[config.mk]
export PLATFORM = sky130hd
export DESIGN_NAME = spram_loader
export DESIGN_NICKNAME = d
export VERILOG_FILES = /design/src/rtl/spram_loader.sv
export SDC_FILE = /design/constraint.sdc
export NUM_CORES = 1
export LEC_CHECK = 0
export ABC_AREA = 1
export CAP_MARGIN = 0
export CELL_PAD_IN_SITES_DETAIL_PLACEMENT = 1
export CELL_PAD_IN_SITES_GLOBAL_PLACEMENT = 1
export CORE_MARGIN = 2
export CORE_UTILIZATION = 44
export DETAILED_ROUTE_END_ITERATION = 12
export GPL_ROUTABILITY_DRIVEN = 0
export HOLD_SLACK_MARGIN = 0.12
export PLACE_DENSITY = 0.82
export SYNTH_ARGS = -nofsm -noshare
export SYNTH_HDL_FRONTEND = slang
export SYNTH_SLANG_ARGS = --single-unit
[constraint.sdc]
create_clock -name clk -period 3.7 [get_ports clk]
set_input_delay 0.74 -clock clk [delete_from_list [all_inputs] [get_ports clk]]
set_output_delay 0.74 -clock clk [all_outputs]
set_load 0.005 [all_outputs]
[src/rtl/spram_loader.sv]
// Boot loader: UART byte frames -> 16-bit SPRAM words, checksum, CPU hand-over.
// Ports: rx_* byte stream in, cpu_* port in, ram_* port out, busy/done/err status.
module spram_loader #(
  parameter int unsigned TIMEOUT = 12_000_000
) (
  input  logic        clk,
  input  logic        rst_n,
  input  logic [7:0]  rx_data,
  input  logic        rx_valid,
  input  logic [13:0] cpu_addr,
  input  logic        cpu_load,
  input  logic [15:0] cpu_in,
  output logic [13:0] ram_addr,
  output logic        ram_load,
  output logic [15:0] ram_in,
  output logic        busy,
  output logic        done,
  output logic        err
);

  localparam int TW = (TIMEOUT < 2) ? 1 : $clog2(TIMEOUT + 1);

  typedef enum logic [2:0] {
    S_IDLE,
    S_LEN_HI,
    S_LEN_LO,
    S_DATA_HI,
    S_DATA_LO,
    S_CSUM,
    S_DONE,
    S_ERR
  } state_t;

  state_t state, nxt;

  logic [7:0]    len_hi_q;
  logic [15:0]   len_q;
  logic [7:0]    hi_q;
  logic [7:0]    acc_q;
  logic [14:0]   idx_q;
  logic [TW-1:0] tcnt_q;
  logic [13:0]   wr_addr_q;
  logic [15:0]   wr_data_q;
  logic          wr_q;

  logic          timed;
  logic          tout;
  logic [15:0]   len_w;
  logic [15:0]   idx_nxt;
  logic [7:0]    csum_w;

  assign timed   = (state == S_LEN_HI) || (state == S_LEN_LO) ||
                   (state == S_DATA_HI) || (state == S_DATA_LO) ||
                   (state == S_CSUM);
  assign tout    = (TIMEOUT != 0) && timed &&
                   (tcnt_q == TW'(TIMEOUT));
  assign len_w   = {len_hi_q, rx_data};
  assign idx_nxt = {1'b0, idx_q} + 16'd1;
  assign csum_w  = acc_q + rx_data;

  always_ff @(posedge clk or negedge rst_n) begin
    if (!rst_n) state <= S_IDLE;
    else        state <= nxt;
  end

  always_comb begin
    nxt = state;
    case (state)
      S_IDLE:
        if (rx_valid && rx_data == 8'hA5) nxt = S_LEN_HI;
      S_LEN_HI:
        if (rx_valid) nxt = S_LEN_LO;
      S_LEN_LO:
        if (rx_valid) begin
          if (len_w > 16'd16384)  nxt = S_ERR;
          else if (len_w == 16'd0) nxt = S_CSUM;
          else                     nxt = S_DATA_HI;
        end
      S_DATA_HI:
        if (rx_valid) nxt = S_DATA_LO;
      S_DATA_LO:
        if (rx_valid) begin
          if (idx_nxt == len_q) nxt = S_CSUM;
          else                  nxt = S_DATA_HI;
        end
      S_CSUM:
        if (rx_valid) nxt = (csum_w == 8'd0) ? S_DONE : S_ERR;
      default: nxt = state;
    endcase
    // A byte arriving on the expiry cycle still counts as activity.
    if (tout && !rx_valid) nxt = S_ERR;
  end

  always_ff @(posedge clk or negedge rst_n) begin
    if (!rst_n) begin
      len_hi_q  <= '0;
      len_q     <= '0;
      hi_q      <= '0;
      acc_q     <= '0;
      idx_q     <= '0;
      wr_addr_q <= '0;
      wr_data_q <= '0;
      wr_q      <= 1'b0;
    end else begin
      wr_q <= 1'b0;
      if (rx_valid) begin
        case (state)
          S_LEN_HI: len_hi_q <= rx_data;
          S_LEN_LO: begin
            len_q <= len_w;
            idx_q <= '0;
            acc_q <= '0;
          end
          S_DATA_HI: begin
            hi_q  <= rx_data;
            acc_q <= acc_q + rx_data;
          end
          S_DATA_LO: begin
            wr_q      <= 1'b1;
            wr_addr_q <= idx_q[13:0];
            wr_data_q <= {hi_q, rx_data};
            acc_q     <= acc_q + rx_data;
            idx_q     <= idx_q + 15'd1;
          end
          default: ;
        endcase
      end
    end
  end

  always_ff @(posedge clk or negedge rst_n) begin
    if (!rst_n)
      tcnt_q <= '0;
    else if (!timed || rx_valid)
      tcnt_q <= '0;
    else if (TIMEOUT != 0 && !tout)
      tcnt_q <= tcnt_q + 1'b1;
  end

  always_comb begin
    busy     = (state != S_DONE);
    done     = (state == S_DONE);
    err      = (state == S_ERR);
    ram_addr = wr_addr_q;
    ram_in   = wr_data_q;
    ram_load = wr_q && (state != S_ERR);
    if (state == S_DONE) begin
      ram_addr = cpu_addr;
      ram_in   = cpu_in;
      ram_load = cpu_load;
    end
  end

endmodule

==> flow_metrics.env, run 1 <==
export IMPL_outcome="completed"
export IMPL_synth_area_um2=6290
export IMPL_async_reset_ff_share_pct=100
export IMPL_worst_min_delay_path_class="input port to async pin"
export IMPL_design_portCount=76
export IMPL_routed_via_count=6190
export IMPL_cp_max_fo=32
export IMPL_dp_hpwl_um=14600
export IMPL_layout_nets=982
export IMPL_grt_overflow_total=0
export IMPL_floorplan_die_area_um2=15300
export IMPL_postRouteWirelength_um=20000
export IMPL_cts_htree_levels=4
export IMPL_buffer_ports_inserted=75
export IMPL_synthCells=849
export IMPL_synth_nets=903
export IMPL_synth_top_cells_by_area="sky130_fd_sc_hd__dfrtp_1, sky130_fd_sc_hd__nand2_1, sky130_fd_sc_hd__o21ai_0"
export IMPL_synth_warn=0
export IMPL_antenna_found_initial=0
export IMPL_clkTransAtPathRegs_ns=0.05
export IMPL_crit_reg2reg_capture="state[2]"
export IMPL_route_detailed_drc=0
export IMPL_finalHoldViolCount=0
export IMPL_detail_route_antenna_nets=0
export IMPL_power_per_cell_area_nw_per_um2=790
export IMPL_cts_root_buf="sky130_fd_sc_hd__clkbuf_16"
export IMPL_grt_pass1_wl_um=32600
export IMPL_final_period_utilization_pct=86.3
export IMPL_die_height_um=124
export IMPL_cts_resized_gates=0
export IMPL_finalClockSkew_ns=0.00681
export IMPL_crit_path_start_kind="flip-flop"
export IMPL_synth_flop_cell="sky130_fd_sc_hd__dfrtp_1"
export IMPL_antennaDiodeCount=0
export IMPL_n_fill_cell=1755
export IMPL_yosys_cell_count_top_type="sky130_fd_sc_hd__nand2_1"
export IMPL_setup_reg_to_reg_worst_slack_ns=1.31
export IMPL_post_cts_repair_setup_buffers=0
export IMPL_clock_sink_count=113
export IMPL_grtUsageTotal_pct=28.1
export IMPL_synth_largest_type_area_fraction_pct=45.0
export IMPL_netlist_top_cell_by_area="sky130_fd_sc_hd__dfrtp_1"
export IMPL_post_drt_via_cell_ratio=5.53
export IMPL_synth_edf_count=0
export IMPL_slew_violations=0
export IMPL_final_layout_size_suffix_gt1_share_pct=6.71
export IMPL_setup_worst_path_end_class="output port"
export IMPL_layout_area_overhead_vs_synth_pct=23.9
export IMPL_vdd_ir_max_v=0.000354
export IMPL_number_of_global_route_vias_before_repair=6576
export IMPL_timing_max_cap_violations=0
export IMPL_chipWidth_um=124
export IMPL_cts_hold_fix_buffers=0
export IMPL_cp_data_required_time_ns=2.96
export IMPL_rows=43
export IMPL_maximum_number_of_pins_on_one_net_before_global_route_repair=71
export IMPL_final_core_utilization_pct=55.9
export IMPL_detail_route_iter0_violations=432
export IMPL_synth_cell_type_count=42
export IMPL_cts_max_path_buffers=2
export IMPL_timing_worst_setup_path_type="flip-flop to output port"
export IMPL_grt_setup_unrepaired="false"
export IMPL_fmaxAchievable_mhz=313
export IMPL_cts_tree="built"
export IMPL_placeableCoreArea_um2=13900
export IMPL_timing_slew_headroom_pct=35.1
export IMPL_power_static_leakage_nw=3.66
export IMPL_wl_per_cell_um=17.9
export IMPL_cts_made_buffers=17
export IMPL_worst_r2r_path_depth=13
export IMPL_r2r_start="idx_q[0]"
export IMPL_setup_viol_count_final=0
export IMPL_drt_pre_antenna_iters=5
export IMPL_synth_commonest_cells="sky130_fd_sc_hd__nand2_1, sky130_fd_sc_hd__dfrtp_1, sky130_fd_sc_hd__inv_1, sky130_fd_sc_hd__o21ai_0, sky130_fd_sc_hd__nand3_1"
export IMPL_avgSynthCellArea_um2=7.41
export IMPL_synth_ff_latch_count=113
export IMPL_clock_latency_ns=0.42
export IMPL_crit_arrival_ns=2.45
export IMPL_initial_core_util_pct=45.1
export IMPL_finalCriticalPeriod_ns=3.19
export IMPL_final_tns_setup_ns=0
export IMPL_synth_sequential_area_ratio_pct=45.0
export IMPL_tightest_slew_ns=0.969
flip-flops by register name (all words and copies together) (netlist names):
| register | flops |
|---|---|
| len_hi_q | 8 |
| len_q | 16 |
| tcnt_q | 24 |
| acc_q | 8 |
| state | 3 |
| hi_q | 8 |
| wr_addr_q | 14 |
| wr_q | 1 |
| wr_data_q | 16 |
| idx_q | 15 |
cells in the final DEF, fill, tap and decap left out, types with 5 or more instances in the layout:
cell	synthesis	routed
sky130_fd_sc_hd__xor2_1	5	5
sky130_fd_sc_hd__o21ai_0	84	84
sky130_fd_sc_hd__inv_1	97	97
sky130_fd_sc_hd__nor2_1	53	52
sky130_fd_sc_hd__ha_1	11	11
sky130_fd_sc_hd__nor2_2	8	9
sky130_fd_sc_hd__nand3_1	57	57
sky130_fd_sc_hd__nand3b_1	5	5
sky130_fd_sc_hd__clkdlybuf4s50_1	0	74
sky130_fd_sc_hd__nor3_1	11	11
sky130_fd_sc_hd__nor4_1	10	10
sky130_fd_sc_hd__clkbuf_16	0	17
sky130_fd_sc_hd__inv_2	6	6
sky130_fd_sc_hd__buf_4	0	5
sky130_fd_sc_hd__dfrtp_1	113	113
sky130_fd_sc_hd__clkbuf_8	0	5
sky130_fd_sc_hd__o22ai_1	10	10
sky130_fd_sc_hd__nand4_1	18	18
sky130_fd_sc_hd__a21oi_1	27	27
sky130_fd_sc_hd__nand2_1	278	278
where the power goes:
part | switching (W) | internal [W]
Combinational | 0.00148 | 0.00106
Clock | 0.000565 | 0.00100
Sequential | 0.000373 | 0.00169
Total | 0.00241 | 0.00374
area by class of cell:
cell class | count | area, µm² | area share (%)
clock inverter | 5 | 52.6 | 0.674
inverter | 104 | 390 | 5.01
multi-input combinational | 612 | 2990 | 38.4
sequential | 113 | 2830 | 36.3
tap | 180 | 225 | 2.89
timing repair buffer | 80 | 798 | 10.2
clock buffer | 25 | 505 | 6.49
cells by family after synthesis:
group / share of synthesized area [%]
AOI/OAI and AO/OA: 12.1
buffers and inverters: 7.46
DFF: 45.0
adders and majority gates: 2.51
and+or+nand+nor: 31.1
xor gates and xnor gates: 1.85
through the flow:
stage                     total power (W)  worst slack [ns]  instance area [µm²]  hold slack (ns)  instances
final                             0.00616             0.507                 7790            0.368       1119
after global routing              0.00662             0.363                 7790            0.419       1119
after CTS                         0.00619             0.469                 7790            0.394       1119
after detailed placement          0.00456             0.710                 7240            0.477       1089
after global placement            0.00437             0.836                 7240            0.474       1089
after floorplan                   0.00348              1.48                 6290            0.444        849
how the worst max path moves through the flow:
| stage | slack, ns | cells past startpoint | to | from |
|---|---|---|---|---|
| 2_1_floorplan | 1.48 | 10 | state[0] | rx_data[0] |
| 3_3_place_gp | 0.84 | 11 | state[0] | rx_data[0] |
| 3_5_place_dp | 0.71 | 11 | state[0] | rx_data[0] |
| 4_1_cts | 0.47 | 6 | ram_in[4] | state[2] |
| 5_1_grt | 0.36 | 6 | ram_addr[0] | state[2] |
| 6_report | 0.51 | 6 | ram_in[4] | state[2] |
critical path, cell delays in order, from the launching register on:
cell	delay [ns]
sky130_fd_sc_hd__dfrtp_1	0.51
sky130_fd_sc_hd__nand2_1	0.23
sky130_fd_sc_hd__nor2_2	0.23
sky130_fd_sc_hd__buf_4	0.34
sky130_fd_sc_hd__nand2_1	0.11
sky130_fd_sc_hd__nand2_1	0.09
sky130_fd_sc_hd__clkdlybuf4s50_1	0.50
routing by layer:
layer,part of all wire [%],global-route usage (%),vias to the layer above
met4,2.7,10.8,0
met1,43,34.1,3090
met5,0,0,-
met3,3.7,5.77,39
met2,51,49.1,129
li1,-,-,2932
No activity file was read; power rests on OpenSTA's default activity.
==> run 2: changes to the inputs <==
SKIP_LAST_GASP = 1   (was default)
==> results of run 2 <==
No change in the layout: final DEF, timing and power equal those of run 1.
